--- src/rtl/multicycle_control_unit.sv ---
// Multicycle CPU control FSM: Moore control strobes per state, bounded memory waits,
// and sticky illegal-opcode / memory-timeout flags.
module multicycle_control_unit #(
    parameter int MEM_TIMEOUT = 15,
    parameter int CNT_W       = 4
) (
    input  logic       clk,
    input  logic       rst_n,
    input  logic [5:0] op_in,
    input  logic [5:0] func_in,
    input  logic       mem_ready,
    output logic       pc_write,
    output logic       pc_write_cond,
    output logic       ir_write,
    output logic       mem_read,
    output logic       mem_write,
    output logic       i_or_d,
    output logic       reg_write,
    output logic       reg_dst,
    output logic       mem_to_reg,
    output logic       alu_src_a,
    output logic [1:0] alu_src_b,
    output logic [1:0] alu_op,
    output logic [1:0] pc_source,
    output logic [3:0] state,
    output logic       illegal_op,
    output logic       mem_err
);
    // state  | meaning
    // FETCH  | read instruction at PC, PC+4 on completion
    // DECODE | register read, branch target precompute
    // MEMADR | effective address for LW/SW
    // MEMRD  | data read at ALUOut
    // MEMWB  | MDR -> rt
    // MEMWR  | data write at ALUOut
    // EXEC   | R-type ALU operation
    // ALUWB  | ALUOut -> rd
    // BRANCH | BEQ compare and conditional PC write
    // JUMP   | PC <- jump target
    // ADDIEX | rs + sign-extended immediate
    // ADDIWB | ALUOut -> rt
    typedef enum logic [3:0] {
        S_FETCH  = 4'd0,  S_DECODE = 4'd1,  S_MEMADR = 4'd2,  S_MEMRD  = 4'd3,
        S_MEMWB  = 4'd4,  S_MEMWR  = 4'd5,  S_EXEC   = 4'd6,  S_ALUWB  = 4'd7,
        S_BRANCH = 4'd8,  S_JUMP   = 4'd9,  S_ADDIEX = 4'd10, S_ADDIWB = 4'd11
    } state_t;

    localparam logic [5:0]       OP_RTYPE = 6'b000000;
    localparam logic [5:0]       OP_J     = 6'b000010;
    localparam logic [5:0]       OP_BEQ   = 6'b000100;
    localparam logic [5:0]       OP_ADDI  = 6'b001000;
    localparam logic [5:0]       OP_LW    = 6'b100011;
    localparam logic [5:0]       OP_SW    = 6'b101011;
    localparam logic [CNT_W-1:0] CNT_LAST = CNT_W'(MEM_TIMEOUT - 1);

    state_t           state_q, state_nx;
    logic [CNT_W-1:0] cnt_q;
    logic             wait_state, stalled, timeout, set_illegal;

    assign wait_state = (state_q == S_FETCH) || (state_q == S_MEMRD) || (state_q == S_MEMWR);
    assign stalled    = wait_state && !mem_ready;
    assign timeout    = stalled && (cnt_q == CNT_LAST);

    always_comb begin
        state_nx    = S_FETCH;
        set_illegal = 1'b0;
        case (state_q)
            S_FETCH:  state_nx = mem_ready ? S_DECODE : S_FETCH;
            S_DECODE: begin
                case (op_in)
                    OP_LW, OP_SW: state_nx = S_MEMADR;
                    OP_RTYPE:     state_nx = (func_in != 6'd0) ? S_EXEC : S_FETCH;
                    OP_BEQ:       state_nx = S_BRANCH;
                    OP_J:         state_nx = S_JUMP;
                    OP_ADDI:      state_nx = S_ADDIEX;
                    default:      set_illegal = 1'b1;
                endcase
            end
            S_MEMADR: state_nx = (op_in == OP_LW) ? S_MEMRD : S_MEMWR;
            S_MEMRD:  state_nx = mem_ready ? S_MEMWB : S_MEMRD;
            S_MEMWR:  state_nx = mem_ready ? S_FETCH : S_MEMWR;
            S_EXEC:   state_nx = S_ALUWB;
            S_ADDIEX: state_nx = S_ADDIWB;
            default:  state_nx = S_FETCH;
        endcase
        if (timeout)
            state_nx = S_FETCH;
    end

    always_ff @(posedge clk or negedge rst_n) begin
        if (!rst_n) begin
            state_q    <= S_FETCH;
            cnt_q      <= '0;
            illegal_op <= 1'b0;
            mem_err    <= 1'b0;
        end else begin
            state_q <= state_nx;
            // A timed-out FETCH re-enters FETCH, so the clear cannot rely on a state change alone.
            if (timeout || (state_nx != state_q))
                cnt_q <= '0;
            else if (stalled)
                cnt_q <= cnt_q + 1'b1;
            if (timeout)
                mem_err <= 1'b1;
            if (set_illegal)
                illegal_op <= 1'b1;
        end
    end

    assign state = state_q;

    always_comb begin
        pc_write      = 1'b0;
        pc_write_cond = 1'b0;
        ir_write      = 1'b0;
        mem_read      = 1'b0;
        mem_write     = 1'b0;
        i_or_d        = 1'b0;
        reg_write     = 1'b0;
        reg_dst       = 1'b0;
        mem_to_reg    = 1'b0;
        alu_src_a     = 1'b0;
        alu_src_b     = 2'b00;
        alu_op        = 2'b00;
        pc_source     = 2'b00;
        case (state_q)
            S_FETCH: begin
                mem_read  = rst_n;
                ir_write  = rst_n && mem_ready;
                pc_write  = rst_n && mem_ready;
                alu_src_b = 2'b01;
            end
            S_DECODE: alu_src_b = 2'b11;
            S_MEMADR: begin
                alu_src_a = 1'b1;
                alu_src_b = 2'b10;
            end
            S_MEMRD: begin
                mem_read = 1'b1;
                i_or_d   = 1'b1;
            end
            S_MEMWB: begin
                reg_write  = 1'b1;
                mem_to_reg = 1'b1;
            end
            S_MEMWR: begin
                mem_write = 1'b1;
                i_or_d    = 1'b1;
            end
            S_EXEC: begin
                alu_src_a = 1'b1;
                alu_op    = 2'b10;
            end
            S_ALUWB: begin
                reg_write = 1'b1;
                reg_dst   = 1'b1;
            end
            S_BRANCH: begin
                alu_src_a     = 1'b1;
                alu_op        = 2'b01;
                pc_write_cond = 1'b1;
                pc_source     = 2'b01;
            end
            S_JUMP: begin
                pc_write  = 1'b1;
                pc_source = 2'b10;
            end
            S_ADDIEX: begin
                alu_src_a = 1'b1;
                alu_src_b = 2'b10;
            end
            S_ADDIWB: reg_write = 1'b1;
            default: ;
        endcase
    end
endmodule

--- config.mk ---
export PLATFORM = sky130hd
export DESIGN_NAME = multicycle_control_unit
export DESIGN_NICKNAME = d
export VERILOG_FILES = /design/src/rtl/multicycle_control_unit.sv
export SDC_FILE = /design/constraint.sdc
export NUM_CORES = 1
export LEC_CHECK = 0
export BUFFER_PORTS_ARGS = -buffer_cell sky130_fd_sc_hd__buf_4
export CAP_MARGIN = 30
export CORE_UTILIZATION = 50
export CTS_BUF_LIST = sky130_fd_sc_hd__clkbuf_4
export CTS_CLUSTER_DIAMETER = 100
export DETAILED_ROUTE_END_ITERATION = 10
export HOLD_SLACK_MARGIN = 0.05
export PLACE_DENSITY = 0.83
export SLEW_MARGIN = 20
export SYNTH_ARGS = -nofsm -noshare
export SYNTH_HDL_FRONTEND = slang
export SYNTH_SLANG_ARGS = --single-unit
--- constraint.sdc ---
create_clock -name clk -period 4.3 [get_ports clk]
set_input_delay 0.86 -clock clk [delete_from_list [all_inputs] [get_ports clk]]
set_output_delay 0.86 -clock clk [all_outputs]
set_load 0.02 [all_outputs]
==> results of run 1 <==
==> critical path, cell delays in order, from the launching register on <==
cell	delay, ns
dfrtp_1	0.78
nor2_1	0.14
and4_1	0.23
or2_2	0.29
buf_4	0.16
==> flip-flops by register name, indices dropped and copies added, names as in the netlist <==
name,flops
state,4
cnt_q,4
illegal_op,1
mem_err,1
==> layout make-up <==
| cell class | count | area (um2) |
|---|---|---|
| sequential | 10 | 250 |
| timing repair buffer | 36 | 270 |
| tap | 25 | 31.3 |
| fill | 145 | 546 |
| multi-input combinational | 101 | 656 |
| clock buffer | 3 | 22.5 |
| inverter | 2 | 7.51 |
==> worst max-delay path by stage <==
stage / startpoint / end / slack [ns] / cells after the start
floorplan: state[3]$_DFF_PN0_ / alu_op[0] / 1.57 / 5
global placement: rst_n / pc_write / 1.78 / 4
detailed placement: op_in[3] / cnt_q[0]$_DFFE_PN0P_ / 1.74 / 6
CTS: state[1]$_DFF_PN0_ / pc_write / 1.57 / 4
global route: state[1]$_DFF_PN0_ / pc_write / 1.48 / 4
finish: state[1]$_DFF_PN0_ / pc_write / 1.57 / 4
==> power by group <==
| group | internal [mW] | switching, mW |
|---|---|---|
| logic | 0.0589 | 0.0651 |
| registers | 0.102 | 0.0202 |
| clock network | 0.0322 | 0.0300 |
==> through the flow <==
| step | hold slack [ns] | util, % | power [mW] |
|---|---|---|---|
| detailed placement | 0.469 | 68.1 | 0.247 |
| floorplan | 0.564 | - | 0.205 |
| finish | 0.413 | 69.4 | 0.308 |
| global route | 0.417 | 69.4 | 0.328 |
| CTS | 0.415 | 69.4 | 0.310 |
| global placement | 0.453 | 68.1 | 0.244 |
==> cells in the mapped netlist (2+ instances only) <==
cell / n / area [um2]
a211oi_1: 4 / 30.0
buf_4: 3 / 22.5
nand3_1: 2 / 10.0
or2_2: 2 / 12.5
o211ai_1: 2 / 15.0
nand2_1: 8 / 30.0
clkbuf_1: 2 / 7.51
buf_2: 3 / 15.0
inv_1: 2 / 7.51
nor2b_1: 2 / 12.5
o21ai_0: 4 / 20.0
dfrtp_1: 10 / 250
nor2_1: 14 / 52.6
xor2_1: 3 / 26.3
a21oi_1: 8 / 40.0
ha_1: 2 / 25.0
nand2b_1: 6 / 37.5
nor3_1: 7 / 35.0
nor4_1: 2 / 12.5
xnor2_1: 3 / 26.3
a31oi_1: 2 / 12.5
nand4b_1: 2 / 17.5
a21o_1: 2 / 15.0
or3_1: 3 / 18.8
nand4_1: 2 / 12.5
==> routing by layer <==
metal / part of all wire (%) / vias to the layer above
met2: 49 / 26
met4: 1.3 / 0
met5: 0 / -
met3: 4.0 / 4
li1: - / 517
met1: 45 / 481
==> cell usage in the layout, fill, tap and decap left out, types with 3 or more instances in the layout <==
cell type / count
buf_4: 36
nor2_1: 14
dfrtp_1: 10
nand2_1: 8
a21oi_1: 8
nor3_1: 7
nand2b_1: 6
o21ai_0: 4
a211oi_1: 4
xnor2_1: 3
or3_1: 3
xor2_1: 3
clkbuf_4: 3
==> logic make-up after synthesis <==
group | count (synthesis) | share of synthesized area [%]
xor gates and xnor gates | 6 | 5.40
DFF | 10 | 25.7
buffers and inverters | 12 | 6.94
adders and majority gates | 2 | 2.57
AOI/OAI and AO/OA | 33 | 23.8
and+or+nand+nor | 60 | 35.6
==> summary.md, run 1 <==
| Metric | Value |
|---|---|
| Grt total ovfl | 0 |
| CTS tree | yes |
| DP Area | 1210 um2 |
| Leak | 0.533 nW |
| Via Count | 1028 |
| Crit share post-route | 63.5% |
| CTS Buf Count | 3 |
| Wirelength per Cell | 13.3 um |
| Cell Area, Synth | 973 um2 |
| Design area | 1240 um2 |
| Peak VDD IR | 0.000153 V |
| Final Worst Setup Slack | 1.57 ns |
| Startpoint types | flip-flop |
| Clock buffer depth | 2 |
| Vias in the first global route | 873 |
| M2 GR Usage | 40.6% |
| R2r setup slk | 2.06 ns |
| Worst Skew | 0.00600 ns |
| DRT iter0 DRCs | 19 |
| Status | completed |
| Starting Density | 54.6% |
| Post-synth EDFFs | 0 |
| Largest net degree at the start of global routing | 22 |
| Drt pass-1 iters | 4 |
| Number of synthesized register bits | 10 |
| Synth cell types | 48 |
| Power Density | 249 nW/um2 |
| Setup Crit Path Kind | reg2out |
| Cts hold-fix bufs | 0 |
| Worst hold path type | in2async |
| ANT cells | 0 |
| Clk pin slew, worst setup/hold paths | 0.06 ns |
| GRT Util Overall | 25.2% |
| Syn. warnings | 0 |
| Least-Margin Pin Slew | 0.687 ns |
| Initial antenna violation count | 0 |
| Post-detail-place hpwl | 1800 um |
| Worst-path maximum fanout | 21 |
| First-pass GRT wire length | 3800 um |
| Sum of negative setup slack | 0 ns |
| Layout area overhead | 27.1% |
| Syn avg cell area | 7.91 um2 |
| DP Worst Slack | 1.74 ns |
| Final Hold Vio Count | 0 |
| Drt via density | 5.81 |
| Die area | 2130 um2 |
| CP Capture Type | primary output |
| H-tree depth | 1 |
| Critical path arrival | 1.87 ns |
| Post-synthesis sequential area ratio | 25.7% |
| Detailed Route WL | 2360 um |
| Buffers on Ports | 36 |
| Fin cells | 177 |
| Unrepaired setup endpoints after global routing | false |
| Post-CTS sizing | 0 |
| Clk sink count | 10 |
| Max frequency | 366 MHz |
| Reg2reg start | state[1]$_DFF_PN0_ |
| Clock Latency Late Sink | 0.27 ns |
| Rel. slew slack | 54.2% |
| Max-cap violation count | 0 |
| Syn Nets | 140 |
| Max Transition Viols Final | 0 |
| Chip height | 46.1 um |
| Routability cong. | 0.891 |
| # rows | 15 |
| Worst r2r path cells | 5 |
| DP Cell Count | 174 |
| Mapped Cells | 123 |
| Nets | 171 |
| Ratio of cells with drive above 1 in the final layout | 30.3% |
| # IOs | 37 |
| CTS root buffer | clkbuf_4 |
| Die extent in x | 46.1 um |
| Met1 usage | 32.0% |
| Post-route ant nets | 0 |
| Most used routing layer | met2 |
| Synth Flop Type | dfrtp_1 |
| GR Layer Usage met3 | 7.06% |
| DRC viols | 0 |
| Post-CTS Setup Inserts | 0 |
| Area of the core | 1780 um2 |
| WP data required | 3.44 ns |
| Count of final setup violators | 0 |
| Crit Reg-Reg Endpoint | cnt_q[0]$_DFFE_PN0P_ |
| Async set or reset register ratio after synthesis | 100% |
| Tmin final | 2.73 ns |
(Power assumes the default switching activity.)
==> run 2, diff against run 1 <==
ABC_AREA = 1   (was unset)
CORE_UTILIZATION = 44   (was 50)
PLACE_DENSITY = 0.8   (was 0.83)
clock period = 2.2 ns   (was 4.3 ns; I/O delays follow)
==> summary.md, run 2 <==
| Metric | Value |
|---|---|
| Status | completed |
| Worst r2r path cells | 10 (+5) |
| Layout area overhead | 37.0% |
| Multi-input gate area | 515 um2 (-21%) |
| Post-CTS sizing | 0 (unchanged) |
| Max-cap violation count | 0 (unchanged) |
| Detailed Route WL | 2180 um (-7.7%) |
| Tmin final | 2.06 ns |
| Die extent in x | 46.3 um (+0.37%) |
| ANT cells | 0 (unchanged) |
| Clock Latency Late Sink | 0.28 ns (about the same) |
| Crit Reg-Reg Endpoint | cnt_q[0]$_DFFE_PN0P_ |
| Worst-path maximum fanout | 7 (-67%) |
| Clock buffer depth | 2 (unchanged) |
| Slowest stage cell on the critical path | dfrtp_1 |
| Number of synthesized register bits | 10 (unchanged) |
| Area of the core | 1780 um2 (unchanged) |
| Clk pin slew, worst setup/hold paths | 0.08 ns (+0.02 ns) |
| Setup Crit Path Kind | reg2out |
| Starting Density | 48.4% (-6.2 points) |
| Syn Nets | 150 (+7.1%) |
| Initial antenna violation count | 0 (unchanged) |
| Wirelength per Cell | 11.1 um (-17%) |
| Ratio of cells with drive above 1 in the final layout | 33.3% (+3.1 points) |
| Worst setup path startpoint | state[0]$_DFF_PN0_ |
| Drt pass-1 iters | 4 (unchanged) |
| Worst hold path type | reg2reg |
| Peak VDD IR | 0.000437 V (+190%) |
| Final Hold Vio Count | 0 (unchanged) |
| Vias in the first global route | 841 (-3.7%) |
| CTS tree | yes |
| Fin cells | 196 (+11%) |
| Area share of the largest cell type after synthesis | 29.0% (+3.3 points) |
| Top Metal Used | met4 |
| Top cells by area, synth | dfrtp_1, nor2_1, nand2_1 |
| WP buf/inv | 2 (+1) |
| Crit share post-route | 93.6% |
| Syn. warnings | 0 (unchanged) |
| Synth cell types | 24 (-50%) |
| Routability cong. | 0.847 (-5.0%) |
| Synth Flop Type | dfrtp_1 |
| Drt via density | 5.01 (-14%) |
| H-tree depth | 1 (unchanged) |
| Startpoint types | flip-flop |
| Yosys top cell by area | dfrtp_1 |
| Met2 WL post-DR | 1110 um (-5.1%) |
| R2r setup slk | 0.58 ns (-1.48 ns) |
| Sum of negative setup slack | 0 ns (unchanged) |
| Async set or reset register ratio after synthesis | 100% (unchanged) |
| Chip height | 46.3 um (+0.37%) |
| Post-detail-place hpwl | 1820 um (+1.1%) |
| Mapped Cells | 133 (+8.1%) |
| Crit path max-delay family | simple AND/OR/NAND/NOR gates |
| Leak | 0.726 nW (+36%) |
| Clk sink count | 10 (unchanged) |
| DRT met1 WL | 883 um (-17%) |
| DRT iter0 DRCs | 32 (+13) |
| Count of final setup violators | 0 (unchanged) |
| Final core utilization | 66.3% (-3.1 points) |
| Synth cell count leaders | nor2_1, nand2_1, inv_1 |
| Post-synthesis sequential area ratio | 29.0% (+3.3 points) |
| Worst Skew | 0.0212 ns (+0.0152 ns) |
| Filler cells | 160 (+10%) |
| Rel. slew slack | 80.8% (+27 points) |
| WP data required | 1.76 ns (-1.68 ns) |
| Power Density | 505 nW/um2 (+100%) |
| CTS Buf Count | 3 (unchanged) |
| Cell Area, Synth | 863 um2 (-11%) |
| Unrepaired setup endpoints after global routing | false |
| Grt total ovfl | 0 (unchanged) |
| Hold-critical path endpoint | illegal_op$_DFFE_PN0P_ |
| Crit-path most repeated cell | nor2_1 |
| Commonest non-fill, non-tap cell in the layout | buf_4 |
| Met3 WL | 146 um (+55%) |
| Nets | 190 (+11%) |
| DP Cell Count | 192 (+10%) |
| Post-route ant nets | 0 (unchanged) |
| CTS root buffer | clkbuf_4 |
| # IOs | 37 (unchanged) |
| Least-Margin Pin Slew | 0.287 ns (-0.400 ns) |
| Reg2reg start | state[2]$_DFF_PN0_ |
| Post-CTS Setup Inserts | 0 (unchanged) |
| DP Worst Slack | 0.457 ns (-1.29 ns) |
| Max Transition Viols Final | 0 (unchanged) |
| Post-synth EDFFs | 0 (unchanged) |
| Max frequency | 485 MHz |
| GRT Util Overall | 22.6% (-2.6 points) |
| Buffers on Ports | 36 (unchanged) |
| # rows | 15 (unchanged) |
| Most frequent cells in the layout | buf_4, nor2_1, nand2_1 |
| DRC viols | 0 (unchanged) |
| Slowest stage delay, CP | 0.47 ns (-0.31 ns) |
| Largest net degree at the start of global routing | 12 (-45%) |
| First-pass GRT wire length | 3330 um (-12%) |
| Worst path cell trace | nor2_1 > inv_1 > nor2_1 > nor2_1 > nand2_1 > buf_4 |
| Die area | 2140 um2 (+0.74%) |
| Register area | 250 um2 (unchanged) |
| Hold Crit Depth | 2 |
| Final hold slack | 0.475 ns (+0.0613 ns) |
| Final Worst Setup Slack | 0.140 ns (-1.43 ns) |
| Most frequent cell after synthesis | nor2_1 |
| Worst Hold Launch | illegal_op$_DFFE_PN0P_ |
| Syn avg cell area | 6.49 um2 (-18%) |
| Via Count | 981 (-4.6%) |
| Cts hold-fix bufs | 1 (+1) |
| Critical path arrival | 1.62 ns (-0.25 ns) |
| CP Capture Type | primary output |
run 2: cell types whose count changed after synthesis, moves of 3 or more:
cell      change
inv_2         +3
a211oi_1      -4
nand2_1      +16
nand3_1      +10
a21oi_1       -7
nor3_1        -7
inv_1        +17
nand2_2       +4
nand3_2       +4
nand2b_1      -6
nor2_1       +20
buf_2         -3
or3_1         -3
run 2: routing by layer:
metal	vias to the layer above	track usage (%)
li1	495	-
met1	435	23.9
met2	47	41.7
met3	4	5.88
met4	0	9.41
met5	-	0
run 2: kinds of logic after synthesis:
| logic type | after synthesis | share of synthesized area (%) |
|---|---|---|
| AND/OR/NAND/NOR | 87 | 49.0 |
| buffers and inverters | 24 | 11.3 |
| flip-flops | 10 | 29.0 |
| adder cells (fa/ha/maj) | 2 | 2.90 |
| AO/OA/AOI/OAI | 8 | 5.80 |
| XOR/XNOR | 2 | 2.03 |
run 2: how the worst max path moves through the flow:
stage	end	slack, ns	depth (start not counted)
finish	alu_src_a	0.14	6
global route	alu_src_a	0.02	6
CTS	pc_write	0.12	5
detailed placement	alu_src_a	0.46	6
global placement	alu_src_a	0.52	6
floorplan	alu_src_a	0.27	5
run 2: per-stage QoR:
step | power (mW) | instance area [um2]
final | 0.597 | 1180
after floorplan | 0.382 | 863
after CTS | 0.598 | 1180
after detailed placement | 0.469 | 1150
after global routing | 0.634 | 1180
after global placement | 0.463 | 1150
run 2: final cells by class:
class                      count  area share, %
clock buffer                   3           1.90
inverter                      22           6.98
multi-input combinational     99           43.6
sequential                    10           21.2
tap                           25           2.65
timing repair buffer          37           23.7
run 2: where the power goes:
| part | internal (mW) | switching [mW] | leakage [nW] | total, mW |
|---|---|---|---|---|
| sequential | 0.207 | 0.0269 | 0.130 | 0.234 |
| clock | 0.0631 | 0.0672 | 0.0138 | 0.130 |
| combinational | 0.0935 | 0.139 | 0.582 | 0.233 |
| total | 0.363 | 0.233 | 0.726 | 0.597 |
run 2: tightest hold or removal path, stage by stage, from the launching register on:
cell and delay (ns):
dfrtp_1 0.34, inv_1 0.04, o31ai_1 0.05
==> run 3, diff against run 2 <==
CORE_ASPECT_RATIO = 0.75   (was unset)
==> summary.md, run 3 (same netlist as run 2, synthesis figures left out) <==
| Metric | Value |
|---|---|
| GRT Util Overall | 20.6% (-2.0 points) |
| Critical path arrival | 1.62 ns (about the same) |
| Cts hold-fix bufs | 1 (unchanged) |
| Worst path cell trace | dlygate4sd3_1 > buf_4 > nand3_1 > o22ai_1 > buf_4 |
| Worst setup path startpoint | rst_n |
| Max-cap violation count | 0 (unchanged) |
| Layout area overhead | 36.5% |
| CTS tree | yes |
| Initial antenna violation count | 0 (unchanged) |
| Reg2reg start | state[2]$_DFF_PN0_ |
| Chip height | 40.4 um (-13%) |
| Sum of negative setup slack | 0 ns (unchanged) |
| Setup Crit Path Kind | in2out |
| Leak | 0.726 nW (unchanged) |
| Crit path max-delay family | buffers and inverters |
| Commonest non-fill, non-tap cell in the layout | buf_4 |
| Worst Hold Launch | illegal_op$_DFFE_PN0P_ |
| Vias in the first global route | 784 (-6.8%) |
| Status | completed |
| DRT iter0 DRCs | 24 (-25%) |
| Largest net degree at the start of global routing | 12 (unchanged) |
| H-tree depth | 1 (unchanged) |
| Max frequency | 485 MHz (about the same) |
| Count of final setup violators | 0 (unchanged) |
| Power Density | 497 nW/um2 (-1.5%) |
| Crit-path most repeated cell | buf_4 |
| Worst-path maximum fanout | 11 (+4) |
| Slowest stage cell on the critical path | dlygate4sd3_1 |
| Crit share post-route | 93.7% (about the same) |
| Drt pass-1 iters | 4 (unchanged) |
| Design area | 1180 um2 (-0.32%) |
| DRC viols | 0 (unchanged) |
| Ratio of cells with drive above 1 in the final layout | 33.3% (unchanged) |
| Tmin final | 2.06 ns (+0.000483 ns) |
| Post-CTS sizing | 0 (unchanged) |
| Area of the core | 1790 um2 (+0.35%) |
| Clock Latency Late Sink | 0.26 ns (-0.02 ns) |
| Starting Density | 48.3% (-0.17 points) |
| WP buf/inv | 3 (+1) |
| Post-CTS Setup Inserts | 0 (unchanged) |
| First-pass GRT wire length | 3170 um (-5.0%) |
| Routability cong. | 0.863 (+1.9%) |
| Clk pin slew, worst setup/hold paths | 0.06 ns (-0.02 ns) |
| Slowest stage delay, CP | 0.53 ns (+0.06 ns) |
| WP data required | 1.76 ns (about the same) |
| Nets | 190 (unchanged) |
| Clock buffer depth | 2 (unchanged) |
| ANT cells | 0 (unchanged) |
| Most frequent cells in the layout | buf_4, nor2_1, nand2_1 |
| Rel. slew slack | 81.0% (+0.23 points) |
| Max Transition Viols Final | 0 (unchanged) |
| CTS root buffer | clkbuf_4 |
| Final Hold Vio Count | 0 (unchanged) |
| Unrepaired setup endpoints after global routing | false |
| Grt total ovfl | 0 (unchanged) |
| Least-Margin Pin Slew | 0.283 ns (-0.00339 ns) |
| Post-route ant nets | 0 (unchanged) |
| Drt via density | 4.93 (-1.4%) |
| Die area | 2150 um2 (about the same) |
| Clk sink count | 10 (unchanged) |
| Filler cells | 160 (unchanged) |
| Buffers on Ports | 36 (unchanged) |
| Peak VDD IR | 0.000340 V (-22%) |
| Startpoint types | input port |
| Die extent in x | 53.2 um (+15%) |
| Worst Skew | 0.00673 ns (-0.0145 ns) |
| Detailed Route WL | 2030 um (-6.7%) |
| Wirelength per Cell | 10.5 um (-5.3%) |
| # IOs | 37 (unchanged) |
| # rows | 13 (-2) |
| CP Capture Type | primary output |
| CTS Buf Count | 3 (unchanged) |
| Via Count | 952 (-3.0%) |
| Post-detail-place hpwl | 1750 um (-3.8%) |
| Worst hold path type | reg2reg |
| DP Area | 1150 um2 (-0.33%) |
run 3: cell counts in the layout (fill, tap and decap cells not counted):
No cell type changed its count.
run 3: cell type report:
class,instances,area (um2),area share (%)
Clock buffer,3,22.5,1.91
Inverter,22,82.6,7.01
Multi-Input combinational cell,99,515,43.7
Sequential cell,10,250,21.2
Tap cell,22,27.5,2.34
Timing Repair Buffer,37,280,23.8
run 3: worst register-to-register path: stages, from the launching register on:
cell     delay, ns
dfrtp_1       0.46
nor2_4        0.28
nand2_2       0.14
nor2_1        0.13
nor2_1        0.07
nand2_2       0.08
nand3_1       0.06
nand2_1       0.10
nand3_2       0.11
nor2_1        0.12
run 3: worst paths after layout:
check,depth (start not counted),slack [ns],endpoint
setup / recovery,5,0.14,pc_write
hold / removal,2,0.48,illegal_op$_DFFE_PN0P_
setup reg to reg,9,0.59,cnt_q[2]$_DFFE_PN0P_
hold reg to reg,2,0.48,illegal_op$_DFFE_PN0P_
max in group asynchronous,2,1.50,illegal_op$_DFFE_PN0P_
min in group asynchronous,2,0.55,cnt_q[2]$_DFFE_PN0P_
run 3: metrics by stage:
stage | power, mW | setup slack [ns] | cells | util, % | hold slack (ns)
final | 0.586 | 0.139 | 193 | 65.9 | 0.477
after global routing | 0.632 | 0.0271 | 193 | 65.9 | 0.500
after CTS | 0.593 | 0.125 | 193 | 65.9 | 0.480
after detailed placement | 0.472 | 0.472 | 189 | 64.1 | 0.280
after global placement | 0.459 | 0.504 | 189 | 64.1 | 0.279
after floorplan | 0.382 | 0.269 | 133 | - | 0.144
run 3: per-layer routing:
layer	vias to the layer above	global-route usage, %	wire length [um]
li1	497	-	-
met1	411	25.0	914
met2	40	36.7	936
met3	4	4.92	167
met4	0	6.58	13
met5	-	0	0
run 3: where the power goes:
part,internal [mW],switching [mW],leakage [nW],total [mW]
registers,0.207,0.0269,0.130,0.234
logic,0.0941,0.140,0.582,0.234
clock network,0.0628,0.0551,0.0138,0.118
